--- src/rtl/alu_pkg.sv ---
// Shared constants for the multi-cycle ALU control decoder.
// Operation codes, ALUOp/funct encodings and the sequencer state type.
package alu_pkg;

  localparam logic [3:0] OP_AND   = 4'b0000;
  localparam logic [3:0] OP_OR    = 4'b0001;
  localparam logic [3:0] OP_NOR   = 4'b0010;
  localparam logic [3:0] OP_ADD   = 4'b0011;
  localparam logic [3:0] OP_SUB   = 4'b0100;
  localparam logic [3:0] OP_MULT  = 4'b0101;
  localparam logic [3:0] OP_MULTU = 4'b0110;
  localparam logic [3:0] OP_DIV   = 4'b0111;
  localparam logic [3:0] OP_DIVU  = 4'b1000;
  localparam logic [3:0] OP_NONE  = 4'b1001;
  localparam logic [3:0] OP_SRL   = 4'b1110;
  localparam logic [3:0] OP_SLL   = 4'b1111;

  localparam logic [2:0] ALUOP_ADDI = 3'b100;
  localparam logic [2:0] ALUOP_ORI  = 3'b101;
  localparam logic [2:0] ALUOP_ANDI = 3'b110;
  localparam logic [2:0] ALUOP_R    = 3'b111;

  localparam logic [5:0] FN_SLL   = 6'b000000;
  localparam logic [5:0] FN_SRL   = 6'b000010;
  localparam logic [5:0] FN_MULT  = 6'b011000;
  localparam logic [5:0] FN_MULTU = 6'b011001;
  localparam logic [5:0] FN_DIV   = 6'b011010;
  localparam logic [5:0] FN_DIVU  = 6'b011011;
  localparam logic [5:0] FN_ADD   = 6'b100000;
  localparam logic [5:0] FN_SUB   = 6'b100010;
  localparam logic [5:0] FN_AND   = 6'b100100;
  localparam logic [5:0] FN_OR    = 6'b100101;
  localparam logic [5:0] FN_NOR   = 6'b100111;

  typedef enum logic [1:0] {
    S_IDLE = 2'd0,
    S_RUN  = 2'd1,
    S_WB   = 2'd2
  } state_t;

endpackage

--- src/rtl/alu_control_mc_decode.sv ---
// Combinational {ALUOp, funct} to ALU operation code map.
// Also flags mult/div instructions and which of them are divides.
module alu_decode
  import alu_pkg::*;
#(
  parameter int ALUOP_W = 3,
  parameter int FUNC_W  = 6
) (
  input  logic [ALUOP_W-1:0] alu_op,
  input  logic [FUNC_W-1:0]  alu_function,
  output logic [3:0]         op_code,
  output logic               is_multdiv,
  output logic               is_div
);

  always_comb begin
    op_code    = OP_NONE;
    is_multdiv = 1'b0;
    is_div     = 1'b0;
    unique case (1'b1)
      (alu_op == ALUOP_W'(ALUOP_R)): begin
        case (alu_function)
          FUNC_W'(FN_AND):   op_code = OP_AND;
          FUNC_W'(FN_OR):    op_code = OP_OR;
          FUNC_W'(FN_NOR):   op_code = OP_NOR;
          FUNC_W'(FN_ADD):   op_code = OP_ADD;
          FUNC_W'(FN_SUB):   op_code = OP_SUB;
          FUNC_W'(FN_SLL):   op_code = OP_SLL;
          FUNC_W'(FN_SRL):   op_code = OP_SRL;
          FUNC_W'(FN_MULT): begin
            op_code    = OP_MULT;
            is_multdiv = 1'b1;
          end
          FUNC_W'(FN_MULTU): begin
            op_code    = OP_MULTU;
            is_multdiv = 1'b1;
          end
          FUNC_W'(FN_DIV): begin
            op_code    = OP_DIV;
            is_multdiv = 1'b1;
            is_div     = 1'b1;
          end
          FUNC_W'(FN_DIVU): begin
            op_code    = OP_DIVU;
            is_multdiv = 1'b1;
            is_div     = 1'b1;
          end
          default: op_code = OP_NONE;
        endcase
      end
      (alu_op == ALUOP_W'(ALUOP_ADDI)): op_code = OP_ADD;
      (alu_op == ALUOP_W'(ALUOP_ORI)):  op_code = OP_OR;
      (alu_op == ALUOP_W'(ALUOP_ANDI)): op_code = OP_AND;
      default: op_code = OP_NONE;
    endcase
  end

endmodule

--- src/rtl/alu_control_mc.sv ---
// ALU control decoder with an iterative mult/div sequencer.
// Single-cycle ops decode combinationally; mult/div run DATA_WIDTH steps.
module alu_control_mc
  import alu_pkg::*;
#(
  parameter int DATA_WIDTH = 32,
  parameter int ALUOP_W    = 3,
  parameter int FUNC_W     = 6
) (
  input  logic               clk,
  input  logic               reset,
  input  logic               valid,
  input  logic [ALUOP_W-1:0] ALUOp,
  input  logic [FUNC_W-1:0]  ALUFunction,
  input  logic               divisor_zero,
  output logic [3:0]         ALUOperation,
  output logic               iter_en,
  output logic               iter_first,
  output logic               hilo_we,
  output logic               stall,
  output logic               done,
  output logic               div_zero_err
);

  localparam int CW = (DATA_WIDTH > 1) ? $clog2(DATA_WIDTH) : 1;
  localparam logic [CW-1:0] LAST = CW'(DATA_WIDTH - 1);

  logic [3:0]    dec_op;
  logic          dec_multdiv;
  logic          dec_div;
  state_t        state;
  logic [CW-1:0] cnt;
  logic [3:0]    op_q;
  logic          abort_q;

  alu_decode #(
    .ALUOP_W(ALUOP_W),
    .FUNC_W (FUNC_W)
  ) u_dec (
    .alu_op      (ALUOp),
    .alu_function(ALUFunction),
    .op_code     (dec_op),
    .is_multdiv  (dec_multdiv),
    .is_div      (dec_div)
  );

  always_ff @(posedge clk) begin
    if (reset) begin
      state   <= S_IDLE;
      cnt     <= '0;
      op_q    <= OP_NONE;
      abort_q <= 1'b0;
    end else begin
      unique case (state)
        S_IDLE: begin
          if (valid && dec_multdiv) begin
            op_q <= dec_op;
            cnt  <= '0;
            // zero divisor skips iteration and retires as an abort
            if (dec_div && divisor_zero) begin
              abort_q <= 1'b1;
              state   <= S_WB;
            end else begin
              state <= S_RUN;
            end
          end
        end
        S_RUN: begin
          if (cnt == LAST) begin
            cnt   <= '0;
            state <= S_WB;
          end else begin
            cnt <= cnt + 1'b1;
          end
        end
        S_WB: begin
          abort_q <= 1'b0;
          state   <= S_IDLE;
        end
        default: state <= S_IDLE;
      endcase
    end
  end

  // reset masks the handshake outputs so a busy unit never retires under it
  always_comb begin
    ALUOperation = (state == S_IDLE) ? dec_op : op_q;
    iter_en      = 1'b0;
    iter_first   = 1'b0;
    hilo_we      = 1'b0;
    stall        = 1'b0;
    done         = 1'b0;
    div_zero_err = 1'b0;
    unique case (state)
      S_IDLE: stall = !reset && valid && dec_multdiv;
      S_RUN: begin
        iter_en    = !reset;
        iter_first = !reset && (cnt == '0);
        stall      = !reset;
      end
      S_WB: begin
        done         = !reset;
        hilo_we      = !reset && !abort_q;
        div_zero_err = !reset && abort_q;
      end
      default: ;
    endcase
  end

endmodule

--- config.mk ---
export PLATFORM = sky130hd
export DESIGN_NAME = alu_control_mc
export DESIGN_NICKNAME = d
export VERILOG_FILES = /design/src/rtl/alu_pkg.sv /design/src/rtl/alu_control_mc_decode.sv /design/src/rtl/alu_control_mc.sv
export SDC_FILE = /design/constraint.sdc
export NUM_CORES = 1
export LEC_CHECK = 0
export CORE_UTILIZATION = 49
export DETAILED_ROUTE_END_ITERATION = 12
export PLACE_DENSITY_LB_ADDON = 0.08
export SLEW_MARGIN = 20
export SYNTH_ARGS = -nofsm -noshare
export SYNTH_HDL_FRONTEND = slang
export SYNTH_SLANG_ARGS = --single-unit
--- constraint.sdc ---
create_clock -name clk -period 1.9 [get_ports clk]
set_clock_uncertainty 0.15 [all_clocks]
set_input_delay 0.19 -clock clk [delete_from_list [all_inputs] [get_ports clk]]
set_output_delay 0.19 -clock clk [all_outputs]
set_load 0.02 [all_outputs]
==> flow_metrics.tcl <==
set metrics [dict create \
    timing.final.setup_violations 6 \
    worstReg2RegEnd "cnt[2]" \
    reg2reg_setup_slack_ns 0.01 \
    worstSkewPairLatency_ns 0.30 \
    outcome "finished, violations left" \
    grt_start_max_net_pins 11 \
    endpoint_required_time_on_the_critical_path_ns 1.56 \
    final.period_utilization_pct 109 \
    globalRouteOverflowTotal 0 \
    die-area_sq_um 2150 \
    power.share.sequential_pct 36.0 \
    max_freq_mhz 484 \
    crit_path_arrival_time_ns 1.73 \
    power_density_nw_per_um2 415 \
    placed_cells_incl_taps 216 \
    area_delta_synth_final_pct 74.9 \
    worst_setup_path_end_kind "primary output" \
    routabilityCongestion 0.936 \
    detail_route.iter0.violations 175 \
    drt_wl_total_um 5650 \
    post-route-drc-count 0 \
    first_pass_iters 6 \
    crit_path_time_final_ns 2.07 \
    max_cap_violations 0 \
    slew-limit-headroom_pct 77.4 \
    synth.yosys.seq_area_share_pct 24.9 \
    yosys-mux-area-fraction_pct 1.04 \
    clk_buf_depth 2 \
    initial_core_util_pct 54.2 \
    mapped_nets 148 \
    post-dp-hpwl_um 2610 \
    vias_in_the_first_global_route 1270 \
    worstMarginPinSlew_ns 0.338 \
    cp-start-kind "flip-flop" \
    cts_root_buf "clkbuf_4" \
    synthCells 132 \
    grt_util_all_layers_pct 40.9 \
    cts.hold.buffers_added 0 \
    synth_area_sq_um 966 \
    worstPathMaxFanout 3 \
    report.final.hold_viol_count 0 \
    post_route_cells_drive_above_1_share_pct 47.8 \
    yosys.area_share.simple_pct 35.2 \
    port_buffers 22 \
    reg2reg_from "cnt[0]" \
    floorplan.die.width_um 46.4 \
    max-vdd-ir-drop_mv 0.628 \
    clkPwrFrac_pct 32.6 \
    cts_tree "done" \
    final-instance-count-excl-fill 226 \
    sinks_on_clock_net 12 \
    drt-wirelength-per-cell_um 25.0 \
    cts.htree.levels 1 \
    post_synth_xor_area_fraction_pct 0.907 \
    grt_antenna_before_repair 0 \
    synth.lib_cells_used.distinct 43 \
    synth-adder-area-share_pct 3.89 \
    slew_violations 0 \
    share_of_the_synthesized_area_in_compound_gates_ao_oa_aoi_oai_pct 29.1 \
    violations "negative setup slack" \
    num_io_pins 23 \
    viasPerCell 7.21 \
    largest_family_of_logic_cells_by_synthesized_area "simple AND/OR/NAND/NOR gates" \
    die_boundary_height_um 46.4 \
    fillers 48 \
    timing.setup.critical_path_class "flip-flop to primary output" \
    p_switching_w 0.000226 \
    timing.setup.tns_ns -0.250 \
    power_switching_share_pct 32.3 \
    worst_hold_path_type "primary input to flip-flop" \
    vias 1630 \
    yosysWarningCount 0 \
    p_comb_share_pct 31.4 \
    number_of_antenna_repair_diodes 0 \
    num-nets-final 218 \
    design.core.area_sq_um 1780 \
    p_int_w 0.000474 \
    grt_setup_unrepaired "true" \
    detailedPlace.worstSlack_ns -0.687 \
    setup.worst_path.end "ALUOperation[2]" \
    timing.reg2reg.worst_path_depth 6 \
    wire_length_of_the_first_global_routing_pass_um 6000 \
    clkSlewWorstSetupHoldPaths_ns 0.09 \
    rows 15 \
    total_leakage_power_nw 0.724 \
    avgSynthCellArea_sq_um 7.32 \
    ys_seq_elements 12 \
    final_critical_path_setup_slack_ns -0.165 \
    tritoncts.num_buffers 3 \
    hold_ws_ns 0.317 \
    crit_path_start "state[1]" \
    remaining_number_of_nets_flagged_by_the_antenna_check_after_routing 0 \
]
==> per-stage QoR <==
step	total power, W	utilization, %	area [sq um]
2_1_floorplan	0.000318	-	966
3_3_place_gp	0.000415	85.2	1520
3_5_place_dp	0.000420	85.2	1520
4_1_cts	0.000640	87.7	1560
5_1_grt	0.000716	94.7	1690
6_report	0.000700	94.7	1690
==> critical path, stage by stage (launching register included) <==
cell	delay [ns]
dfxtp_1	0.35
nor2_1	0.23
nand2_1	0.12
a211o_1	0.28
o21ai_1	0.24
buf_4	0.21
==> cell usage in the layout (no fill, tap or decap), drive strengths merged, types with 4 or more instances in the layout <==
cell type,instances
o21ai,7
nand2,10
dfxtp,12
a211oi,4
buf,57
nor3,4
nor2,18
clkbuf,9
clkdlybuf4s50,6
nand3,8
a21oi,15
==> state kept, by name (all words and copies together), names as in the netlist <==
signal	cells
abort_q	1
cnt	5
op_q	4
state	2
==> cell families (layout without fill, tap and decap cells) <==
group | Yosys count | count (layout)
fa+ha+maj | 3 | 3
buf+inv | 11 | 80
xor+xnor | 1 | 1
simple gates | 62 | 62
compound gates | 42 | 42
mux | 1 | 1
flops | 12 | 12
==> cell type report <==
cell class              instances  area (sq um)  area share (%)
multi-input cells             109           810            47.9
flip-flops and latches         12           240            14.2
inverters                       3          11.3           0.667
clock buffers                   4          36.3            2.15
well taps                      25          31.3            1.85
repair buffers                 73           561            33.2
==> Yosys cell counts <==
cell type  instances  area share [%]
a41oi_1            1            0.91
and4bb_1           1             1.3
nand4_1            2             1.3
nand3_1            6             3.1
buf_2              2             1.0
nand2b_1           3             1.9
dfxtp_1           12              25
nand2_1           10             3.9
clkbuf_1           5             1.9
a211o_1            1            0.91
a21oi_2            1            0.91
o41ai_1            1            0.91
nor2_2             1            0.65
mux2i_1            1             1.0
a22oi_1            2             1.6
or2_1              1            0.65
or2_2              1            0.65
inv_1              3             1.2
a211oi_1           4             3.1
buf_4              1            0.78
nand3b_1           2             1.6
nor3_1             4             2.1
xnor2_1            1            0.91
o21a_1             2             1.6
or3_1              1            0.65
nor3b_1            1            0.78
and2_1             1            0.65
a311o_1            2             2.1
and3_1             3             1.9
and4b_1            2             2.1
nand3_2            2             2.1
nor2_1            17             6.6
o32ai_1            1            0.91
o22ai_1            2             1.3
ha_1               3             3.9
o31ai_1            2             1.6
o21ai_0            7             3.6
o41ai_2            1             1.7
nor2b_1            2             1.3
a31o_2             1            0.91
a21oi_1           14             7.3
and4_1             1            0.91
nand4bb_1          1             1.2
==> power by group through the flow <==
stage                     Sequential (W)  Combinational (W)  Clock (W)
after floorplan                 0.000258          0.0000601          0
after global placement          0.000258           0.000157          0
after detailed placement        0.000258           0.000162          0
after CTS                       0.000252           0.000165   0.000222
after global routing            0.000252           0.000226   0.000237
final                           0.000252           0.000220   0.000228
==> routing by layer <==
| layer | global-route usage, % | wire length, um |
|---|---|---|
| met1 | 46.2 | 1740 |
| met2 | 63.9 | 2440 |
| met3 | 14.5 | 788 |
| met4 | 27.1 | 685 |
| met5 | 0 | 0 |
==> what timing repair did <==
action                                  CTS  global route
endpoints found under the setup margin   10            10
hold endpoints to repair                  0             0
buffers inserted                          0             6
resized for setup                        50            35
pin swaps                                 2            10
==> worst min-delay path by stage <==
stage / cells after the start / startpoint / to / slack (ns)
5_1_grt: 5 / ALUFunction[1] / state[1] / 0.33
3_3_place_gp: 2 / op_q[0] / op_q[0] / 0.30
2_1_floorplan: 2 / valid / op_q[2] / 0.20
6_report: 5 / ALUFunction[1] / state[1] / 0.32
3_5_place_dp: 1 / abort_q / abort_q / 0.33
4_1_cts: 1 / abort_q / abort_q / 0.35
Power figures use the tool's default switching activity.
